## src/rtl/prime_bench_ctl.sv

```systemverilog
// prime_bench_ctl
// Benchmark controller for a prime generator core. It handshakes results out
// of the generator, keeps the most recent prime, counts primes and elapsed
// cycles, stops at a configurable limit or on generator error, and drives a
// small LED progress display. A start pulse restarts a run at any time.
//
// Ports:
//   clk         system clock
//   rst         synchronous, active-high reset
//   start       single-cycle pulse, (re)starts a run
//   pg_rst      reset to the generator core (high in IDLE and CLR)
//   pg_go       one-cycle request for the next prime
//   pg_ready    generator has a valid result
//   pg_error    generator overflow or error
//   pg_res      generator result
//   led         progress display (low NLED-1 bits) plus status LED (MSB)
//   busy        a run is in progress
//   done        run finished at LIMIT
//   fault       run ended on generator error
//   prime_cnt   number of primes accepted (saturating)
//   cycle_cnt   clocks spent in RUN and HOLD (saturating)
//   last_prime  most recently accepted prime
module prime_bench_ctl #(
    parameter int W        = 16,
    parameter int NLED     = 5,
    parameter int BAR_MODE = 0,
    parameter int LIMIT    = 0,
    parameter int CW       = 16,
    parameter int CYW      = 32
) (
    input  logic            clk,
    input  logic            rst,
    input  logic            start,
    output logic            pg_rst,
    output logic            pg_go,
    input  logic            pg_ready,
    input  logic            pg_error,
    input  logic [W-1:0]    pg_res,
    output logic [NLED-1:0] led,
    output logic            busy,
    output logic            done,
    output logic            fault,
    output logic [CW-1:0]   prime_cnt,
    output logic [CYW-1:0]  cycle_cnt,
    output logic [W-1:0]    last_prime
);

    localparam int NSEG = NLED - 1;
    localparam int SEGW = $clog2(NSEG + 1);

    // Segment width in value space: 2^W / NSEG rounded up.
    localparam longint unsigned STEP_L = ((64'd1 << W) + 64'(NSEG) - 64'd1) / 64'(NSEG);
    localparam logic [W:0] STEP = (W+1)'(STEP_L);
    localparam logic [W:0] LIM  = (W+1)'(LIMIT);

    typedef enum logic [2:0] {
        S_IDLE,
        S_CLR,
        S_RUN,
        S_HOLD,
        S_DONE,
        S_FAULT
    } state_t;

    state_t          state;
    logic [W:0]      bound;
    logic [SEGW-1:0] seg;
    logic            adv;
    logic            restart;

    function automatic logic [CW-1:0] sat_inc_cw(input logic [CW-1:0] v);
        return (&v) ? v : v + 1'b1;
    endfunction

    function automatic logic [CYW-1:0] sat_inc_cyw(input logic [CYW-1:0] v);
        return (&v) ? v : v + 1'b1;
    endfunction

    // Progress pattern for a given segment count.
    function automatic logic [NSEG-1:0] bar_of(input logic [SEGW-1:0] s);
        logic [NSEG+SEGW-1:0] ext;
        logic [NSEG-1:0]      v;
        ext = (NSEG+SEGW)'(s);
        v   = '0;
        for (int i = 0; i < NSEG; i++) begin
            if (BAR_MODE == 0)
                v[i] = ext[i];
            else
                v[i] = (int'(s) > i);
        end
        return v;
    endfunction

    // The display advances by at most one segment per cycle, so a large jump
    // in last_prime catches up over the following cycles (also in DONE/FAULT).
    always_comb begin
        adv = 1'b0;
        if (state != S_IDLE && state != S_CLR &&
            ({1'b0, last_prime} > bound) && (int'(seg) < NSEG))
            adv = 1'b1;
    end

    // A start pulse is honoured everywhere except in the one-cycle CLR state.
    always_comb begin
        restart = start && (state != S_CLR);
    end

    always_ff @(posedge clk) begin
        if (rst) begin
            state      <= S_IDLE;
            pg_rst     <= 1'b1;
            pg_go      <= 1'b0;
            busy       <= 1'b0;
            done       <= 1'b0;
            fault      <= 1'b0;
            led        <= '0;
            prime_cnt  <= '0;
            cycle_cnt  <= '0;
            last_prime <= '0;
            bound      <= STEP;
            seg        <= '0;
        end else begin
            if (adv) begin
                bound          <= bound + STEP;
                seg            <= seg + 1'b1;
                led[NSEG-1:0]  <= bar_of(seg + 1'b1);
            end

            if (restart) begin
                // Abort-and-restart: any go pulse in flight is dropped and
                // the generator is held in reset for the CLR cycle.
                state      <= S_CLR;
                pg_rst     <= 1'b1;
                pg_go      <= 1'b0;
                busy       <= 1'b0;
                done       <= 1'b0;
                fault      <= 1'b0;
                led        <= '0;
                prime_cnt  <= '0;
                cycle_cnt  <= '0;
                last_prime <= '0;
                bound      <= STEP;
                seg        <= '0;
            end else begin
                case (state)
                    S_IDLE: begin
                        pg_rst <= 1'b1;
                    end

                    S_CLR: begin
                        state  <= S_RUN;
                        pg_rst <= 1'b0;
                        busy   <= 1'b1;
                    end

                    S_RUN: begin
                        cycle_cnt <= sat_inc_cyw(cycle_cnt);
                        if (pg_error) begin
                            state         <= S_FAULT;
                            busy          <= 1'b0;
                            fault         <= 1'b1;
                            led[NLED-1]   <= 1'b1;
                        end else if (pg_ready) begin
                            state      <= S_HOLD;
                            pg_go      <= 1'b1;
                            last_prime <= pg_res;
                            prime_cnt  <= sat_inc_cw(prime_cnt);
                        end
                    end

                    S_HOLD: begin
                        // One clock for the generator to register go; its
                        // stale ready is ignored here.
                        cycle_cnt <= sat_inc_cyw(cycle_cnt);
                        pg_go     <= 1'b0;
                        if (LIMIT != 0 && ({1'b0, last_prime} >= LIM)) begin
                            state       <= S_DONE;
                            busy        <= 1'b0;
                            done        <= 1'b1;
                            led[NLED-1] <= 1'b1;
                        end else begin
                            state <= S_RUN;
                        end
                    end

                    S_DONE: begin
                        state <= S_DONE;
                    end

                    S_FAULT: begin
                        state <= S_FAULT;
                    end

                    default: begin
                        state <= S_IDLE;
                    end
                endcase
            end
        end
    end

endmodule

```

## config.mk

```make
export PLATFORM = sky130hd
export DESIGN_NAME = prime_bench_ctl
export DESIGN_NICKNAME = d
export VERILOG_FILES = /design/src/rtl/prime_bench_ctl.sv
export SDC_FILE = /design/constraint.sdc
export NUM_CORES = 1
export LEC_CHECK = 0
export BUFFER_PORTS_ARGS = -buffer_cell sky130_fd_sc_hd__buf_2
export CAP_MARGIN = 10
export CORE_UTILIZATION = 57
export DETAILED_ROUTE_END_ITERATION = 16
export PLACE_DENSITY = 0.91
export REMOVE_ABC_BUFFERS = 1
export SLEW_MARGIN = 20
export SYNTH_ARGS = -nofsm -noshare
export SYNTH_HDL_FRONTEND = slang
export SYNTH_SLANG_ARGS = --single-unit
```

## constraint.sdc

```tcl
create_clock -name clk -period 5.9 [get_ports clk]
set_input_delay 0.59 -clock clk [delete_from_list [all_inputs] [get_ports clk]]
set_output_delay 0.59 -clock clk [all_outputs]
set_load 0.03 [all_outputs]
```

# --- After elaboration in Yosys (flattened, before gate mapping) ---
# Index checks and enable logic that the tools add are counted.
classes:
  add_sub_neg: 4
  order_cmp: 2
  n_eq_ne: 12
  n_mux: 11
  bitwise_logic: 4
  reduce_logical: 22
op_table:
  columns: ["cell", "n"]
  rows:
  - ["adder 32 x 1 -> 32 bit, second input constant", 1]
  - ["AND reduction 32 bit", 1]
  - ["adder 17 x 15 -> 17 bit, second input constant", 1]
  - ["greater-than comparator 16 x 17 -> 1 bit", 1]
  - ["adder 16 x 1 -> 16 bit, second input constant", 1]
  - ["AND reduction 16 bit", 1]
  - ["case mux 3 bit (5 select lines)", 1]
  - ["AND reduction 2 bit", 5]
  - ["inequality test 2 bit, second input constant", 4]
  - ["== test 3 x 2 -> 1 bit, second input constant", 2]
  - ["== test 3 bit, second input constant", 2]
  - ["two-way mux 3 bit", 2]
  - ["case mux 1 bit (2 select lines)", 3]
  - ["AND reduction 3 bit", 2]
  - ["nonzero test 2 bit", 3]
  - ["OR reduction 2 bit", 3]
  - ["two-way mux 1 bit", 5]
  - ["logical AND 1 bit", 4]
  - ["inequality test 4 bit, second input constant", 1]
  - ["NOT 1 bit", 4]
  - ["AND reduction 4 bit", 1]
  - ["adder 3 x 1 -> 3 bit, second input constant", 1]
  - ["== test 3 x 1 -> 1 bit, second input constant", 1]
  - ["logical NOT 3 bit", 1]
  - ["other kinds (4)", 4]
word_totals:
  regBits: 91
  out_inout_bits: 74

# --- Longest topological paths before layout ---
logic_depth:
  word_depth: 5
  depth_mapped: 8
  mapped_depth_nobuf: 7

# --- Worst setup path after synthesis ---
# OpenSTA, ideal clock, no wires.
synth_path:
  path_type: "register to register"
  from: "reg cycle_cnt[0]"
  to: "reg cycle_cnt[30]"
  setup_ns: 0.070
  arrival_ns: 2.237
  t_required_ns: 5.830
  setup_slack_ns: 3.593
  stages_incl_launch_ff: 8
  n_path_buf: 1
  period_less_slack_ns: 2.307
  path_cell_list: "dfxtp_1 -> ha_1 -> and4_2 -> nand3_1 -> or2_2 -> buf_1 -> or4_1 -> a21oi_1"
synth_via:
  elab_chain_len: 3
synth_rtl:
  columns: ["item", "line_no", "source"]
  rows:
  - ["start: declaration", "44", "output logic [CYW-1:0] cycle_cnt,"]
  - ["start signal: assignment", "157", "cycle_cnt <= sat_inc_cyw(cycle_cnt);"]
  - ["start signal: assignment", "174", "cycle_cnt <= sat_inc_cyw(cycle_cnt);"]
  - ["parallel branches: the longest is 3 deep, another holds adder 32 x 1 -> 32 bit", null, null]
# Parallel ways; which one is timed is not known.
# A chain may end at the register's enable or synchronous reset.

# --- Worst setup path in the final report ---
layout_path:
  from: "reg state[1]"
  to: "reg prime_cnt[13]"
layout_via:
  elab_chain_len: 3
layout_rtl:
  columns: ["item", "line_no", "source"]
  rows:
  - ["start: declaration", "65", "state_t state;"]
  - ["start signal: assignment", "110", "state <= S_IDLE;"]
  - ["start signal: assignment", "132", "state <= S_CLR;"]
  - ["start signal: assignment", "151", "state <= S_RUN;"]
  - ["inequality test 3 x 1 -> 1 bit", "105", "restart = start && (state != S_CLR);"]
  - ["logical AND 1 bit", "105", null]
  - ["OR reduction 2 bit (no line)", null, null]
  - ["end signal: assignment", "167", "prime_cnt <= sat_inc_cw(prime_cnt);"]
  - ["end: declaration", "43", "output logic [CW-1:0] prime_cnt,"]
# Parallel ways exist; a longest one is shown, timed or not.

==> impl_metrics.csv <==
group,metric,value,unit
status,outcome,"finished clean",
clock_tree,ctsHtreeMaxLevel,3,
sta,min_period_over_period,43.8,%
clock_tree,cts_post_setup_buffers_inserted,0,
synth,syn_area,0.00366,mm²
power_and_ir_drop,leak_pwr,0.00161,µW
detailed_routing,drc_errors,0,
clock_tree,numClockSinks,77,
power_and_ir_drop,power.total,973,µW
worst_setup_path,timing.critical_path.to,"prime_cnt[13]",
worst_setup_path,critical_path.n_buffers_inverters,0,
floorplan,pin_count,95,
sta,worst_clock_skew,0.00939,ns
floorplan,initial_core_utilization,60.4,%
global_routing,globalRouteOverflowTotal,0,
clock_tree,cts_tree,"yes",
global_routing,grt_first_pass_wirelength,14.0,mm
synth,synth-adder-area-share,2.05,%
worst_setup_path,worst-setup-path-type,"flip-flop to flip-flop",
sta,totalNegativeSetupSlack,0,ns
placement,routabilityCongestion,0.900,
sta,finalMaxSlewViolations,0,
synth,post-synth-top-count-cell,"dfxtp_1",
worst_setup_path,regToRegEndpoint,"prime_cnt[13]",
synth,postSynthRegisterBits,77,
sta,timing.final.setup_violations,0,
synth,synth_top_area_share,42.1,%
worst_setup_path,timing.critical_path.cells,"nor4b_2 > nand2_1 > or3_1 > or4_1 > a21oi_1",
worst_setup_path,path_max_fanout,23,
placement,quantity_of_i_o_buffers_inserted_on_ports,92,
clock_tree,clk_pin_slew,0.08,ns
detailed_routing,route.antenna.remaining_nets,0,
worst_setup_path,critPathArrivalTime,2.86,ns
worst_setup_path,worst_path_dominant_cell_family,"simple AND/OR/NAND/NOR gates",
sta,worst-slew-pin-transition,1.00,ns
finish,layout-area-overhead-vs-synth,18.3,%
worst_setup_path,rrSetupSlack,3.32,ns
worst_setup_path,cp.required,6.17,ns
sta,worst_slew_margin_rel,32.6,%
synth,synth_sequential_area_ratio,42.1,%
synth,synth.mux.area_fraction,0.547,%
synth,netlist-cell-type-count,49,
placement,hpwl,6.29,mm
synth,synthXorXnorAreaFrac,3.83,%
synth,yosys_warnings,0,
sta,final-hold-violation-count,0,
detailed_routing,vias_per_cell,6.07,
detailed_routing,num_vias,3704,
global_routing,track_usage,26.7,%
clock_tree,clk_root_buffer_cell,"clkbuf_8",
worst_setup_path,r2r.worst_path.cells,5,
clock_tree,post_cts_resized,0,
worst_setup_path,worst-path-stages,5,
detailed_routing,starting_drt_drc_count,263,
synth,synth_top_cells_by_area,"dfxtp_1 42%, a21oi_1 7.7%, nand2_1 5.9%",
synth,netlist.top_cell.by_area,"dfxtp_1",
detailed_routing,dr.pass1.iters,5,
worst_setup_path,reg2reg_from,"state[1]",
synth,async_reset_ff_share,0,%
synth,synth_ff_type,"dfxtp_1",
power_and_ir_drop,max_rail_drop_vdd,0.000173,V
clock_tree,clock_tree.buffer_depth,2,
global_routing,grt_start_max_net_pins,41,
synth,synth_top_family_by_area,"simple AND/OR/NAND/NOR gates",
worst_setup_path,critical-path-slowest-cell,"or3_1",
hold_path,min-delay-start,"rst",
worst_setup_path,kind_of_end_point_of_the_critical_path,"flip-flop",
power_and_ir_drop,p_per_area,225,mW/mm²
worst_setup_path,critical-path-max-stage-delay,0.58,ns
global_routing,antenna_found_initial,0,
worst_setup_path,cp-startpoint,"state[1]",
synth,yosys.area_share.simple,31.3,%
sta,fin_crit,2.58,ns
clock_tree,cts-hold-fix-buffers,0,
run,max_cap_violations,0,
detailed_routing,finalWirelength,8.91,mm
floorplan,floorplan.die.height,82.1,µm
clock_tree,worst_skew_pair.late_latency,0.34,ns
floorplan,fp.coreArea,0.00606,mm²
clock_tree,tritoncts.num_buffers,9,
synth,post_synthesis_compound_gate_area_fraction,15.3,%
floorplan,die_width,82.1,µm
synth,synth_enable_flop_cells,0,
synth,synth_cells,453,
sta,maxClockFrequency,387,MHz
floorplan,row_count,28,
worst_setup_path,startpoint_type,"flip-flop",
hold_path,worst_hold_path_type,"input port to flip-flop",
sta,unrepaired_setup_endpoints_after_global_routing,"no",
finish,layout-drive-gt1-share,23.4,%
finish,final_net_count,557,
finish,insertedDiodeCount,0,
synth,synth.top_cells.by_count,"77 x dfxtp_1, 58 x nand2_1, 56 x a21oi_1",
global_routing,via_count_of_the_first_global_routing_pass,3237,
detailed_routing,wire_per_inst,14.6,µm
synth,synthesis.area_per_instance,8.08,µm²
floorplan,dieArea,0.00675,mm²
[kinds of logic (layout without fill, tap and decap cells)]
| family | Yosys count | after routing |
|---|---|---|
| other cells | 1 | 2 |
| xor+xnor | 16 | 16 |
| mux | 2 | 2 |
| simple gates | 209 | 209 |
| buf+inv | 42 | 123 |
| compound gates | 100 | 100 |
| flops | 77 | 77 |
| fa+ha+maj | 6 | 6 |
[power by group]
group | internal, µW | switching (µW)
logic | 12.3 | 28.3
registers | 522 | 3.10
clock network | 219 | 188
[metal layers]
metal	global-route usage (%)	routed length, µm	part of all wire, %
met5	0	0	0
met2	45.8	4300	48
met4	11.8	179	2.0
met3	5.27	602	6.8
met1	32.2	3820	43
[flip-flops by register name, indices dropped and copies added (netlist names)]
name / count
prime_cnt: 16
led: 1
pg_rst: 1
busy: 1
state: 3
cycle_cnt: 32
last_prime: 16
seg: 3
pg_go: 1
bound: 3
[per-stage QoR]
| step | setup slack [ns] | area [µm²] | hold slack [ns] | instances | utilization [%] |
|---|---|---|---|---|---|
| floorplan | 2.96 | 3530 | 0.438 | 423 | - |
| global placement | 3.18 | 4110 | 0.452 | 592 | 67.8 |
| detailed placement | 3.11 | 4130 | 0.460 | 594 | 68.1 |
| CTS | 3.33 | 4330 | 0.419 | 610 | 71.5 |
| global route | 3.01 | 4330 | 0.434 | 610 | 71.5 |
| finish | 3.32 | 4330 | 0.423 | 610 | 71.5 |
[placed cells by master, fill, tap and decap left out, types with 2 or more instances in the layout]
master / synthesis / layout
xnor2_1: 14 / 14
a21oi_1: 56 / 56
nand2_1: 58 / 58
clkbuf_1: 21 / 2
conb_1: 1 / 2
nand2b_1: 3 / 3
and4_1: 7 / 7
dfxtp_1: 77 / 77
nor4b_1: 2 / 2
nor3b_1: 2 / 2
buf_4: 3 / 3
nor2b_1: 2 / 2
a31o_2: 3 / 3
inv_1: 11 / 11
nand3_1: 19 / 19
ha_1: 6 / 6
mux2i_1: 2 / 2
buf_2: 5 / 92
nor4_1: 17 / 17
xor2_1: 2 / 2
clkbuf_8: 0 / 11
o21ai_0: 23 / 23
nor3_1: 6 / 6
o31ai_1: 9 / 9
or3_1: 17 / 17
or4_1: 11 / 11
or3_2: 3 / 3
nand4_1: 20 / 20
nor2_1: 29 / 29
[area by class of cell]
cell class	instances	area [µm²]
multi-input combinational	335	1960
fill	486	1730
sequential	77	1540
timing repair buffer	96	494
clock buffer	13	159
tap	75	93.8
clock inverter	3	43.8
inverter	11	41.3
[how the worst min path moves through the flow]
stage,end,slack [ns],cells past startpoint
2_1_floorplan,bound[16],0.44,2
3_3_place_gp,bound[16],0.45,2
3_5_place_dp,last_prime[14],0.46,2
4_1_cts,state[0],0.42,2
5_1_grt,state[0],0.43,2
6_report,state[0],0.42,2
Power figures use the tool's default switching activity.
